### config.mk
export PLATFORM = sky130hd
export DESIGN_NAME = uart_rx_ctrl
export DESIGN_NICKNAME = d
export VERILOG_FILES = /design/src/rtl/uart_rx_pkg.sv /design/src/rtl/uart_rx_fifo.sv /design/src/rtl/uart_rx_ctrl.sv
export SDC_FILE = /design/constraint.sdc
export NUM_CORES = 1
export LEC_CHECK = 0
export BUFFER_PORTS_ARGS = -buffer_cell sky130_fd_sc_hd__buf_4
export CAP_MARGIN = 5
export CORE_MARGIN = 2
export CORE_UTILIZATION = 55
export DETAILED_ROUTE_END_ITERATION = 8
export GPL_TIMING_DRIVEN = 0
export PLACE_DENSITY = 0.74
export SYNTH_ARGS = -nofsm -noshare
export SYNTH_HDL_FRONTEND = slang
export SYNTH_SLANG_ARGS = --single-unit
export TNS_END_PERCENT = 20
### constraint.sdc
create_clock -name clk -period 6.38 [get_ports clk]
set_clock_uncertainty 0.15 [all_clocks]
set_input_delay 0.319 -clock clk [delete_from_list [all_inputs] [get_ports clk]]
set_output_delay 0.319 -clock clk [all_outputs]
set_load 0.05 [all_outputs]
### src/rtl/uart_rx_pkg.sv
// Shared constants for the UART receive path: FSM state encoding and default sizing.
package uart_rx_pkg;

    localparam logic [2:0] ST_IDLE   = 3'd0;
    localparam logic [2:0] ST_START  = 3'd1;
    localparam logic [2:0] ST_DATA   = 3'd2;
    localparam logic [2:0] ST_PARITY = 3'd3;
    localparam logic [2:0] ST_STOP   = 3'd4;

    localparam int DEF_OVERSAMPLE = 16;
    localparam int DEF_DATA_BITS  = 8;
    localparam int DEF_FIFO_DEPTH = 4;

endpackage

### src/rtl/uart_rx_fifo.sv
// Small synchronous receive FIFO; pointers carry one extra wrap bit to tell full from empty.
module uart_rx_fifo #(
    parameter int WIDTH = 8,
    parameter int DEPTH = 4
) (
    input  logic             clk,
    input  logic             rst,
    input  logic             push,
    input  logic [WIDTH-1:0] push_data,
    input  logic             pop,
    output logic             full,
    output logic             empty,
    output logic [WIDTH-1:0] head
);

    localparam int ADDR_W = $clog2(DEPTH);

    logic [ADDR_W:0]  wr_ptr_reg;
    logic [ADDR_W:0]  rd_ptr_reg;
    logic [WIDTH-1:0] mem_reg [DEPTH];
    logic             do_pop;
    logic             do_push;

    assign empty = (wr_ptr_reg == rd_ptr_reg);
    assign full  = (wr_ptr_reg[ADDR_W] != rd_ptr_reg[ADDR_W]) &&
                   (wr_ptr_reg[ADDR_W-1:0] == rd_ptr_reg[ADDR_W-1:0]);

    // A pop in the same cycle frees a slot, so a push at full is still accepted.
    assign do_pop  = pop && !empty;
    assign do_push = push && (!full || do_pop);

    assign head = empty ? '0 : mem_reg[rd_ptr_reg[ADDR_W-1:0]];

    always_ff @(posedge clk or posedge rst) begin
        if (rst) begin
            wr_ptr_reg <= '0;
            rd_ptr_reg <= '0;
        end else begin
            if (do_push) wr_ptr_reg <= wr_ptr_reg + 1'b1;
            if (do_pop)  rd_ptr_reg <= rd_ptr_reg + 1'b1;
        end
    end

    always_ff @(posedge clk) begin
        if (do_push) mem_reg[wr_ptr_reg[ADDR_W-1:0]] <= push_data;
    end

endmodule

### src/rtl/uart_rx_ctrl.sv
// UART receive sequencer: rx synchroniser, baud tick detect, framing FSM and receive FIFO.
// Define UART_RX_PARITY_EN to add an even-parity bit between data and stop.
module uart_rx_ctrl
    import uart_rx_pkg::*;
#(
    parameter int OVERSAMPLE = DEF_OVERSAMPLE,
    parameter int DATA_BITS  = DEF_DATA_BITS,
    parameter int FIFO_DEPTH = DEF_FIFO_DEPTH
) (
    input  logic                 clk,
    input  logic                 rst,
    input  logic                 rx_i,
    input  logic                 baud_in,
    input  logic                 rx_en,
    output logic [DATA_BITS-1:0] rx_data,
    output logic                 rx_valid,
    input  logic                 rx_ready,
    output logic                 frame_err,
    output logic                 parity_err,
    output logic                 overrun,
    input  logic                 clr_err,
    output logic                 busy
);

    localparam int TICK_W = $clog2(OVERSAMPLE);
    localparam int BIT_W  = $clog2(DATA_BITS + 1);
    localparam logic [TICK_W-1:0] TICK_MID  = TICK_W'(OVERSAMPLE / 2 - 1);
    localparam logic [TICK_W-1:0] TICK_LAST = TICK_W'(OVERSAMPLE - 1);
    localparam logic [BIT_W-1:0]  BIT_LAST  = BIT_W'(DATA_BITS - 1);

    logic                 rx_meta_reg, rx_sync_reg, rx_prev_reg;
    logic                 baud_q_reg, baud_qq_reg;
    logic [2:0]           state_reg, state_next;
    logic [TICK_W-1:0]    tick_cnt_reg, tick_cnt_next;
    logic [BIT_W-1:0]     bit_cnt_reg, bit_cnt_next;
    logic [DATA_BITS-1:0] data_sr_reg, data_sr_next;
    logic                 armed_reg, armed_next;
    logic                 frame_err_reg;
    logic                 overrun_reg;
    logic                 tick, rx_fall, rx;
    logic                 push_req, frame_err_set, overrun_set;
    logic                 fifo_full, fifo_empty, par_ok;

`ifdef UART_RX_PARITY_EN
    logic par_bad_reg, par_bad_next;
    logic parity_err_reg, parity_err_set;
    assign par_ok = ~par_bad_reg;
`else
    assign par_ok = 1'b1;
`endif

    assign tick    = baud_q_reg & ~baud_qq_reg;
    assign rx      = rx_sync_reg;
    assign rx_fall = rx_prev_reg & ~rx_sync_reg;

    always_comb begin
        state_next    = state_reg;
        tick_cnt_next = tick_cnt_reg;
        bit_cnt_next  = bit_cnt_reg;
        data_sr_next  = data_sr_reg;
        armed_next    = armed_reg | rx;
        push_req      = 1'b0;
        frame_err_set = 1'b0;
`ifdef UART_RX_PARITY_EN
        par_bad_next   = par_bad_reg;
        parity_err_set = 1'b0;
`endif
        case (state_reg)
            ST_IDLE: begin
                if (rx_en && armed_reg && rx_fall) begin
                    state_next    = ST_START;
                    tick_cnt_next = '0;
`ifdef UART_RX_PARITY_EN
                    par_bad_next  = 1'b0;
`endif
                end
            end
            ST_START: begin
                if (tick) begin
                    if (tick_cnt_reg == TICK_MID) begin
                        tick_cnt_next = '0;
                        bit_cnt_next  = '0;
                        state_next    = rx ? ST_IDLE : ST_DATA;
                    end else begin
                        tick_cnt_next = tick_cnt_reg + TICK_W'(1);
                    end
                end
            end
            ST_DATA: begin
                if (tick) begin
                    if (tick_cnt_reg == TICK_LAST) begin
                        tick_cnt_next = '0;
                        data_sr_next  = {rx, data_sr_reg[DATA_BITS-1:1]};
                        bit_cnt_next  = bit_cnt_reg + BIT_W'(1);
`ifdef UART_RX_PARITY_EN
                        if (bit_cnt_reg == BIT_LAST) state_next = ST_PARITY;
`else
                        if (bit_cnt_reg == BIT_LAST) state_next = ST_STOP;
`endif
                    end else begin
                        tick_cnt_next = tick_cnt_reg + TICK_W'(1);
                    end
                end
            end
`ifdef UART_RX_PARITY_EN
            ST_PARITY: begin
                if (tick) begin
                    if (tick_cnt_reg == TICK_LAST) begin
                        tick_cnt_next = '0;
                        state_next    = ST_STOP;
                        if (rx != ^data_sr_reg) begin
                            parity_err_set = 1'b1;
                            par_bad_next   = 1'b1;
                        end
                    end else begin
                        tick_cnt_next = tick_cnt_reg + TICK_W'(1);
                    end
                end
            end
`endif
            ST_STOP: begin
                if (tick) begin
                    if (tick_cnt_reg == TICK_LAST) begin
                        tick_cnt_next = '0;
                        state_next    = ST_IDLE;
                        if (rx) begin
                            push_req = par_ok;
                        end else begin
                            // Line still low: wait for it to go high before hunting for a new start.
                            frame_err_set = 1'b1;
                            armed_next    = 1'b0;
                        end
                    end else begin
                        tick_cnt_next = tick_cnt_reg + TICK_W'(1);
                    end
                end
            end
            default: state_next = ST_IDLE;
        endcase

        if (!rx_en) begin
            state_next    = ST_IDLE;
            push_req      = 1'b0;
            frame_err_set = 1'b0;
`ifdef UART_RX_PARITY_EN
            parity_err_set = 1'b0;
`endif
        end
    end

    assign overrun_set = push_req && fifo_full && !rx_ready;

    always_ff @(posedge clk or posedge rst) begin
        if (rst) begin
            rx_meta_reg   <= 1'b1;
            rx_sync_reg   <= 1'b1;
            rx_prev_reg   <= 1'b1;
            baud_q_reg    <= 1'b0;
            baud_qq_reg   <= 1'b0;
            state_reg     <= ST_IDLE;
            tick_cnt_reg  <= '0;
            bit_cnt_reg   <= '0;
            data_sr_reg   <= '0;
            armed_reg     <= 1'b1;
            frame_err_reg <= 1'b0;
            overrun_reg   <= 1'b0;
        end else begin
            rx_meta_reg   <= rx_i;
            rx_sync_reg   <= rx_meta_reg;
            rx_prev_reg   <= rx_sync_reg;
            baud_q_reg    <= baud_in;
            baud_qq_reg   <= baud_q_reg;
            state_reg     <= state_next;
            tick_cnt_reg  <= tick_cnt_next;
            bit_cnt_reg   <= bit_cnt_next;
            data_sr_reg   <= data_sr_next;
            armed_reg     <= armed_next;
            frame_err_reg <= frame_err_set;
            if (overrun_set)  overrun_reg <= 1'b1;
            else if (clr_err) overrun_reg <= 1'b0;
        end
    end

`ifdef UART_RX_PARITY_EN
    always_ff @(posedge clk or posedge rst) begin
        if (rst) begin
            par_bad_reg    <= 1'b0;
            parity_err_reg <= 1'b0;
        end else begin
            par_bad_reg    <= par_bad_next;
            parity_err_reg <= parity_err_set;
        end
    end
    assign parity_err = parity_err_reg;
`else
    assign parity_err = 1'b0;
`endif

    uart_rx_fifo #(
        .WIDTH (DATA_BITS),
        .DEPTH (FIFO_DEPTH)
    ) u_fifo (
        .clk       (clk),
        .rst       (rst),
        .push      (push_req),
        .push_data (data_sr_reg),
        .pop       (rx_ready),
        .full      (fifo_full),
        .empty     (fifo_empty),
        .head      (rx_data)
    );

    assign rx_valid  = ~fifo_empty;
    assign frame_err = frame_err_reg;
    assign overrun   = overrun_reg;
    assign busy      = (state_reg != ST_IDLE);

endmodule

=== Yosys cells after proc, flatten, opt, wreduce, memory -nomap -nowiden ===
Memory sizes are Yosys's and may differ from the RTL's.
Cells that the tools add are included.

* Magnitude comparators: 0
* Div/mod/pow operators: 0
* Bitwise gates (word level): 6
* Multiplexer cells: 41
* $add $sub $neg: 4
* $mul: 0
* Shifts and indexed selects: 0
* Eq/ne operators: 23
* Reduce and logical (&&, ||, !) cells: 21

{| class="wikitable"
|+ Operators by type and width
! kind !! count
|-
| $mux 4 || 9
|-
| $mux 3 || 9
|-
| $ne 3x3->1 const B || 8
|-
| $mux 1 || 18
|-
| $pmux 3 s4 || 1
|-
| $pmux 4 s3 || 1
|-
| $ne 2x2->1 const B || 5
|-
| $add 4x1->4 const B || 2
|-
| $eq 4x3->1 const B || 2
|-
| $mux 8 || 1
|-
| $pmux 4 s2 || 1
|-
| $reduce_and 8->1 || 1
|-
| $logic_and 1x1->1 || 7
|-
| $add 3x1->3 const B || 2
|-
| $reduce_bool 3->1 || 2
|-
| $reduce_and 5->1 || 1
|-
| $eq 4x4->1 const B || 1
|-
| $reduce_and 4->1 || 1
|-
| $reduce_bool 2->1 || 2
|-
| $eq 3x1->1 const B || 1
|-
| $eq 3x2->1 const B || 1
|-
| $eq 3x3->1 || 1
|-
| $eq 3x3->1 const B || 1
|-
| $logic_not 1->1 || 3
|-
| other kinds (11) || 14
|}

* Logic and storage cells: 110
* Memory bits (writable): 32
* Output and inout port bits: 13
* Flip-flop bits (word level): 33
* Bits in latches: 0
* ROM bits: 0
* Input bits: 7
* Memories: 1

{| class="wikitable"
|+ Memory list
! memory !! depth !! width !! rd ports !! clocked after Yosys merged registers in !! write ports !! line !! source
|-
| u_fifo.mem_reg || 4 || 8 || 1 || 0 || 1 || uart_rx_fifo.sv:20 || <nowiki>logic [WIDTH-1:0] mem_reg [DEPTH];</nowiki>
|}

=== Depth between registers and ports, before layout ===
Gate-level depths: netlist of run 1.

* Depth after elaboration: 8
* Mapped depth: 6
* Gate-level depth less buffers: 5

=== By module ===
A second synthesis of run 1 with hierarchy kept.

* Cells, all modules: 218
* Area, all modules: 3076.7 um2

{| class="wikitable"
|+ By module, submodules not included
! module !! instances !! seq. area each (um2) !! area an instance (um2) !! cells an instance
|-
| uart_rx_fifo || 1 || 1111.1 || 1665.3 || 86
|-
| uart_rx_ctrl || 1 || 680.7 || 1411.4 || 132
|}

=== Worst setup path after synthesis of run 1 ===
Ideal clock, no wire load.

* Path kind: register -> output
* Start point: register u_fifo.rd_ptr_reg[0]
* End point: output rx_data[0]
* Cell stages (with the launch flop): 6
* Slack: 4.026 ns
* Arrival time: 1.885 ns
* Buffers on the path: 2
* Required time: 5.911 ns
* Cell sequence: dfrtp_1 buf_4 xnor2_1 nand3b_1 clkbuf_1 and2_1

* Word-level cells in the longest chain between the ends: 2
* Elaborated cells on any way between the ends: 3
* Those cells by class: eq/ne: 1; mux: 1; memory: 1

{| class="wikitable"
|+ Ends and longest elaborated chain
! what !! line !! source
|-
| start: declaration || uart_rx_fifo.sv:19 || <nowiki>logic [ADDR_W:0] rd_ptr_reg;</nowiki>
|-
| start signal: assignment || uart_rx_fifo.sv:40 || <nowiki>if (do_pop) rd_ptr_reg <= rd_ptr_reg + 1'b1;</nowiki>
|-
| $mem_v2 4x8 / $eq 3x3->1 (equally long branches) || n/a ||
|-
| $mux 8 * || uart_rx_fifo.sv:32 || <nowiki>assign head = empty ? '0 : mem_reg[rd_ptr_reg[ADDR_W-1:0]];</nowiki>
|-
| end: declaration || uart_rx_ctrl.sv:15 || <nowiki>output logic [DATA_BITS-1:0] rx_data,</nowiki>
|}

Every way passes the cells marked *; elsewhere a longest branch is shown, timed or not.

=== Worst setup path after layout of run 1 ===
* Start point: register tick_cnt_reg[0]
* End point: memory u_fifo.mem_reg[0][3], enable pin

* Word-level cells in the longest chain between the ends: 8

{| class="wikitable"
|+ Ends and longest elaborated chain
! what !! line !! source
|-
| start: declaration || uart_rx_ctrl.sv:34 || <nowiki>logic [TICK_W-1:0] tick_cnt_reg, tick_cnt_next;</nowiki>
|-
| start signal: assignment || uart_rx_ctrl.sv:174 || <nowiki>tick_cnt_reg <= tick_cnt_next;</nowiki>
|-
| $eq 4x4->1 || uart_rx_ctrl.sv:123 || <nowiki>if (tick_cnt_reg == TICK_LAST) begin</nowiki>
|-
| $mux 1 || uart_rx_ctrl.sv:123 ||
|-
| $mux 1 || uart_rx_ctrl.sv:122 || <nowiki>if (tick) begin</nowiki>
|-
| $mux 1 || uart_rx_ctrl.sv:68 || <nowiki>case (state_reg)</nowiki>
|-
| $mux 1 || uart_rx_ctrl.sv:141 || <nowiki>if (!rx_en) begin</nowiki>
|-
| $logic_and 1x1->1 || uart_rx_fifo.sv:30 || <nowiki>assign do_push = push && (!full || do_pop);</nowiki>
|-
| $mux 1 || uart_rx_fifo.sv:45 || <nowiki>if (do_push) mem_reg[wr_ptr_reg[ADDR_W-1:0]] <= push_data;</nowiki>
|-
| $mux 1 (not written as such) || uart_rx_fifo.sv:45 ||
|-
| end: declaration || uart_rx_fifo.sv:20 ||
|}

No other way between the ends.

==> flow_metrics.env, run 1 <==
export IMPL_status="completed"
export IMPL_synth_cell_type_count=45
export IMPL_vias=1707
export IMPL_finalSetupTns_ns=0
export IMPL_dp_hpwl_mm=3.15
export IMPL_fmax_mhz=377
export IMPL_cts_hold_buffers=4
export IMPL_dp_cells=294
export IMPL_startpoint="tick_cnt_reg[0]"
export IMPL_post_cts_resized=0
export IMPL_cts_tree="done"
export IMPL_ys_warnings_count=0
export IMPL_drive_gt1_frac=0.283
export IMPL_p_clk_frac=0.301
export IMPL_rr_worst_depth=5
export IMPL_period_minus_slack_ns=2.65
export IMPL_setup_violations=0
export IMPL_nets=253
export IMPL_io_buffer_count=17
export IMPL_antenna_found_initial=0
export IMPL_grtUsageTotal=0.183
export IMPL_first_iter_violations=86
export IMPL_syn_nets=220
export IMPL_hold_viol=0
export IMPL_rows=26
export IMPL_die_x_um=77.1
export IMPL_synth_top_flop_cell="edfxtp_1"
export IMPL_syn_to_final_growth_pct=17.9
export IMPL_multi_input_area_um2=1050
export IMPL_gp_congestion=0.799
export IMPL_period_share=0.416
export IMPL_final_cell_mix="32 x edfxtp_1, 29 x dfrtp_1, 20 x buf_4"
export IMPL_dieArea_um2=5940
export IMPL_ant_nets=0
export IMPL_worstPathArrival_ns=2.49
export IMPL_hp_class="in2reg"
export IMPL_combPwrFrac=0.356
export IMPL_setup_worst_path_end_class="register"
export IMPL_layout_commonest_cell="edfxtp_1"
export IMPL_numCtsBuffers=9
export IMPL_clk_latency_ns=0.34
export IMPL_fin_hold_ws_ns=0.143
export IMPL_drc=0
export IMPL_power_density_nw_per_um2=403
export IMPL_synth_edf_count=32
export IMPL_core_um2=5140
export IMPL_grt_use_met2=0.274
export IMPL_busiest_layer="met2"
export IMPL_drt_first_pass_iters=4
export IMPL_netSwitchingFraction=0.339
export IMPL_p_int_mw=0.923
export IMPL_antennaDiodeCount=0
export IMPL_slew_violations=0
export IMPL_rsz0062_at_grt="no"
export IMPL_ioPinCount=20
export IMPL_design_area_um2=3460
export IMPL_slew_headroom=0.512
export IMPL_critPathRequiredTime_ns=6.21
export IMPL_cp_max_fo=8
export IMPL_vdd_ir_drop_max_uv=259
export IMPL_htreeDepth=3
export IMPL_max_slew_worst_pin_slew_ns=0.729
export IMPL_use_met1=0.246
export IMPL_grt_pass1_wl_mm=8.02
export IMPL_worst_setup_path_start_kind="register"
export IMPL_async_flop_share=0.508
export IMPL_setup_worst_path_class="reg2reg"
export IMPL_switchingPower_mw=0.473
export IMPL_post_cts_setup_buffers=0
export IMPL_path_clk_slew_ns=0.07
export IMPL_dpl_cell_area_um2=3180
export IMPL_grt_overflow=0
export IMPL_final_cells=314
export IMPL_worst_r2r_endpoint="u_fifo.mem_reg[0][3]"
export IMPL_clock_sinks=65
export IMPL_start_util=0.571
export IMPL_chipHeight_um=77.1
export IMPL_syn_area_um2=2940
export IMPL_post_synth_inst_count=206
export IMPL_utilization=0.674
export IMPL_routed_wl_mm=4.78
export IMPL_p_leak_nw=1.40
export IMPL_r2r_setup_slack_ns=3.73
export IMPL_rr_startpoint="tick_cnt_reg[0]"
export IMPL_grt_pass1_vias=1683
export IMPL_syn_area_per_cell_um2=14.2
export IMPL_largest_register_ffs=32
export IMPL_seq_area_frac_synth=0.610
export IMPL_seqCellArea_um2=1790
export IMPL_maxCapViolations=0
export IMPL_grt_max_degree=22
export IMPL_fillCellCount=385
export IMPL_seqPwrFrac=0.343
export IMPL_drt_vias_per_instance=5.44
export IMPL_yosys_register_bits=65
export IMPL_setup_worst_path_end="u_fifo.mem_reg[0][3]"
export IMPL_met3_usage=0.0435
export IMPL_wl_per_cell_um=15.2
export IMPL_clockRootBuffer="clkbuf_8"
export IMPL_clock_path_buffers=2
export IMPL_hold_path_depth=3
## synthesized netlist by cell type (2+ instances only)
library cell | n | share of area
edfxtp_1 | 32 | 0.33
dfrtp_1 | 29 | 0.25
inv_1 | 13 | 0.017
and2_1 | 11 | 0.023
nand2_1 | 11 | 0.014
mux2_2 | 10 | 0.038
mux4_2 | 8 | 0.061
nand3_1 | 8 | 0.014
ha_1 | 7 | 0.030
o21ai_0 | 7 | 0.012
mux2i_1 | 5 | 0.017
xnor2_1 | 5 | 0.015
clkbuf_1 | 4 | 0.0051
dfstp_2 | 4 | 0.036
buf_4 | 3 | 0.0077
nand2b_1 | 3 | 0.0064
nand3b_1 | 3 | 0.0077
nand4_1 | 3 | 0.0064
nor2_1 | 3 | 0.0038
nor4_1 | 3 | 0.0064
xor2_1 | 3 | 0.0090
a22oi_1 | 2 | 0.0051
and4_1 | 2 | 0.0060
and4b_2 | 2 | 0.0077
buf_2 | 2 | 0.0034
nor3_1 | 2 | 0.0034
nor3b_1 | 2 | 0.0051
o211ai_1 | 2 | 0.0051
## final cells by class
class / instances / share of cell area
well taps: 70 / 0.0253
plain buffers: 9 / 0.0137
repair buffers: 22 / 0.0564
inverters: 13 / 0.0141
flip-flops and latches: 65 / 0.518
multi-input cells: 119 / 0.302
clock inverters: 5 / 0.0296
clock buffers: 11 / 0.0408
## stage by stage
stage | power (mW) | worst slack (ns)
2_1_floorplan | 0.864 | 4.03
3_3_place_gp | 0.977 | 3.75
3_5_place_dp | 0.985 | 3.75
4_1_cts | 1.41 | 3.73
5_1_grt | 1.45 | 3.60
6_report | 1.40 | 3.73
## critical path, stage by stage (launching register included)
cell      delay, ns
dfrtp_1        0.38
ha_1           0.28
nand4b_2       0.19
or4_4          0.56
nor3_4         0.26
and2_1         0.46
## power by group through the flow
stage,registers (mW),logic (mW),clock network (mW)
after floorplan,0.483,0.382,0
after CTS,0.478,0.501,0.429
after global routing,0.481,0.527,0.447
final,0.478,0.496,0.421
after detailed placement,0.487,0.498,0
after global placement,0.486,0.491,0
## worst min path at each step
stage / from / slack, ns / end
final: rx_ready / 0.14 / u_fifo.rd_ptr_reg[2]
after global routing: rx_ready / 0.14 / u_fifo.rd_ptr_reg[0]
after CTS: rx_ready / 0.13 / u_fifo.rd_ptr_reg[2]
after detailed placement: rx_meta_reg / 0.20 / rx
after global placement: rx_meta_reg / 0.20 / rx
after floorplan: rx_i / 0.17 / rx_meta_reg
## cell families after synthesis
family                   Yosys count  share of synthesized area
buffers and inverters             22                     0.0328
other                              1                    0.00128
AO/OA/AOI/OAI                     20                     0.0499
flip-flops                        65                      0.610
adder cells (fa/ha/maj)            7                     0.0298
XOR/XNOR                           8                     0.0239
AND/OR/NAND/NOR                   60                      0.135
multiplexers                      23                      0.117
## metal layers
layer | routed length [um] | vias to the layer above
li1 | - | 830
met1 | 2320 | 840
met2 | 2210 | 27
met3 | 122 | 10
met4 | 131 | 0
met5 | 0 | -
Power figures use the tool's default switching activity.
==> run 2, diff against run 1 <==
- clock period: 6.38 -> 2.7 ns (I/O delays scaled with it)
==> run 2 against run 1 <==
Effect of this change: fmax increased by 6.7%; sequential power is 140% higher; register-to-register slack lost 3.5 ns; cell count increased by 0.96%.
==> flow_metrics.env, run 2 (synthesis gave the netlist of run 1 again) <==
export IMPL_status="completed"
export IMPL_grtUsageTotal=0.184
export IMPL_setup_worst_path_end_class="register"
export IMPL_setup_violations=0
export IMPL_busiest_layer="met2"
export IMPL_met3_usage=0.0424
export IMPL_startpoint="tick_cnt_reg[0]"
export IMPL_worstPathArrival_ns=2.36
export IMPL_clock_sinks=65
export IMPL_grt_pass1_vias=1701
export IMPL_critPathRequiredTime_ns=2.57
export IMPL_clock_path_buffers=2
export IMPL_nets=256
export IMPL_rsz0062_at_grt="no"
export IMPL_grt_pass1_wl_mm=8.08
export IMPL_chipHeight_um=77.1
export IMPL_p_leak_nw=1.42
export IMPL_layout_commonest_cell="edfxtp_1"
export IMPL_hp_class="reg2reg"
export IMPL_gp_congestion=0.799
export IMPL_period_share=0.920
export IMPL_rows=26
export IMPL_grt_overflow=0
export IMPL_path_clk_slew_ns=0.07
export IMPL_design_area_um2=3510
export IMPL_antennaDiodeCount=0
export IMPL_period_minus_slack_ns=2.48
export IMPL_ioPinCount=20
export IMPL_hp_start="rx_meta_reg"
export IMPL_power_density_nw_per_um2=941
export IMPL_grt_use_met2=0.277
export IMPL_vdd_ir_drop_max_uv=612
export IMPL_vias=1711
export IMPL_cts_tree="done"
export IMPL_start_util=0.571
export IMPL_drt_vias_per_instance=5.40
export IMPL_die_x_um=77.1
export IMPL_dpl_cell_area_um2=3180
export IMPL_setup_worst_path_class="reg2reg"
export IMPL_ant_nets=0
export IMPL_largest_register_ffs=32
export IMPL_wl_per_cell_um=15.1
export IMPL_dp_hpwl_mm=3.15
export IMPL_worst_setup_path_start_kind="register"
export IMPL_htreeDepth=3
export IMPL_fmax_mhz=403
export IMPL_antenna_found_initial=0
export IMPL_finalSetupTns_ns=0
export IMPL_clockRootBuffer="clkbuf_8"
export IMPL_final_cell_mix="32 x edfxtp_1, 29 x dfrtp_1, 20 x buf_4"
export IMPL_slew_violations=0
export IMPL_syn_to_final_growth_pct=19.4
export IMPL_rr_startpoint="tick_cnt_reg[0]"
export IMPL_drive_gt1_frac=0.296
export IMPL_clk_latency_ns=0.34
export IMPL_hold_viol=0
export IMPL_numCtsBuffers=9
export IMPL_use_met1=0.247
export IMPL_max_slew_worst_pin_slew_ns=0.646
export IMPL_slew_headroom=0.565
export IMPL_first_iter_violations=114
export IMPL_io_buffer_count=17
export IMPL_core_um2=5140
export IMPL_dieArea_um2=5940
export IMPL_routed_wl_mm=4.79
export IMPL_utilization=0.682
export IMPL_maxCapViolations=0
export IMPL_cp_max_fo=8
export IMPL_drc=0
export IMPL_drt_first_pass_iters=4
export IMPL_grt_max_degree=22
==> run 2: cell types whose count changed in the layout (fill, tap and decap cells not counted) <==
| cell | before | now |
|---|---|---|
| and2_1 | 11 | 8 |
| and2_2 | 0 | 3 |
| dlygate4sd3_1 | 4 | 6 |
| buf_12 | 0 | 1 |
==> run 2: final timing paths <==
path / to / slack (ns) / cells past startpoint
max in group asynchronous: armed_reg / 1.53 / 4
max: u_fifo.mem_reg[0][3] / 0.22 / 5
min: rx / 0.21 / 0
min reg2reg: rx / 0.21 / 0
min in group asynchronous: data_sr_reg[5] / 0.27 / 3
max reg2reg: u_fifo.mem_reg[0][3] / 0.22 / 5
==> run 2: where the power goes <==
group / switching [mW] / internal (mW) / leakage, nW
Combinational: 0.718 / 0.457 / 0.593
Sequential: 0.0422 / 1.09 / 0.701
Clock: 0.355 / 0.637 / 0.121
==> run 2: layer usage <==
layer / up-vias / share of wire
li1: 838 / -
met1: 835 / 0.47
met2: 28 / 0.47
met3: 10 / 0.028
met4: 0 / 0.027
met5: - / 0
==> run 2: final cells by class <==
cell class / instances / area [um2]
buffer: 9 / 47.5
clock buffer: 11 / 141
clock inverter: 5 / 103
fill: 382 / 1630
inverter: 13 / 48.8
multi-input combinational: 119 / 1050
sequential: 65 / 1790
tap: 70 / 87.6
timing repair buffer: 25 / 235
==> run 2: critical path, cell delays in order, from the launching register on <==
cell,delay (ns)
dfrtp_1,0.38
ha_1,0.28
nand4b_2,0.19
or4_4,0.56
nor3_4,0.26
and2_2,0.34
==> run 2: through the flow <==
stage	total power, mW	hold slack (ns)	setup WS, ns	std cells
3_5_place_dp	2.33	0.0874	0.0712	294
3_3_place_gp	2.31	0.0944	0.0737	293
4_1_cts	3.33	0.211	0.0544	316
5_1_grt	3.44	0.225	0.0990	317
6_report	3.30	0.210	0.216	317
2_1_floorplan	2.04	-0.0105	0.404	206
==> run 2: timing repair <==
item                       in CTS  in global routing
hold buffers                    6                  0
setup buffers                   0                  1
setup endpoints to repair       0                 32
hold endpoints to repair       17                  0
gates resized for setup         0                  3
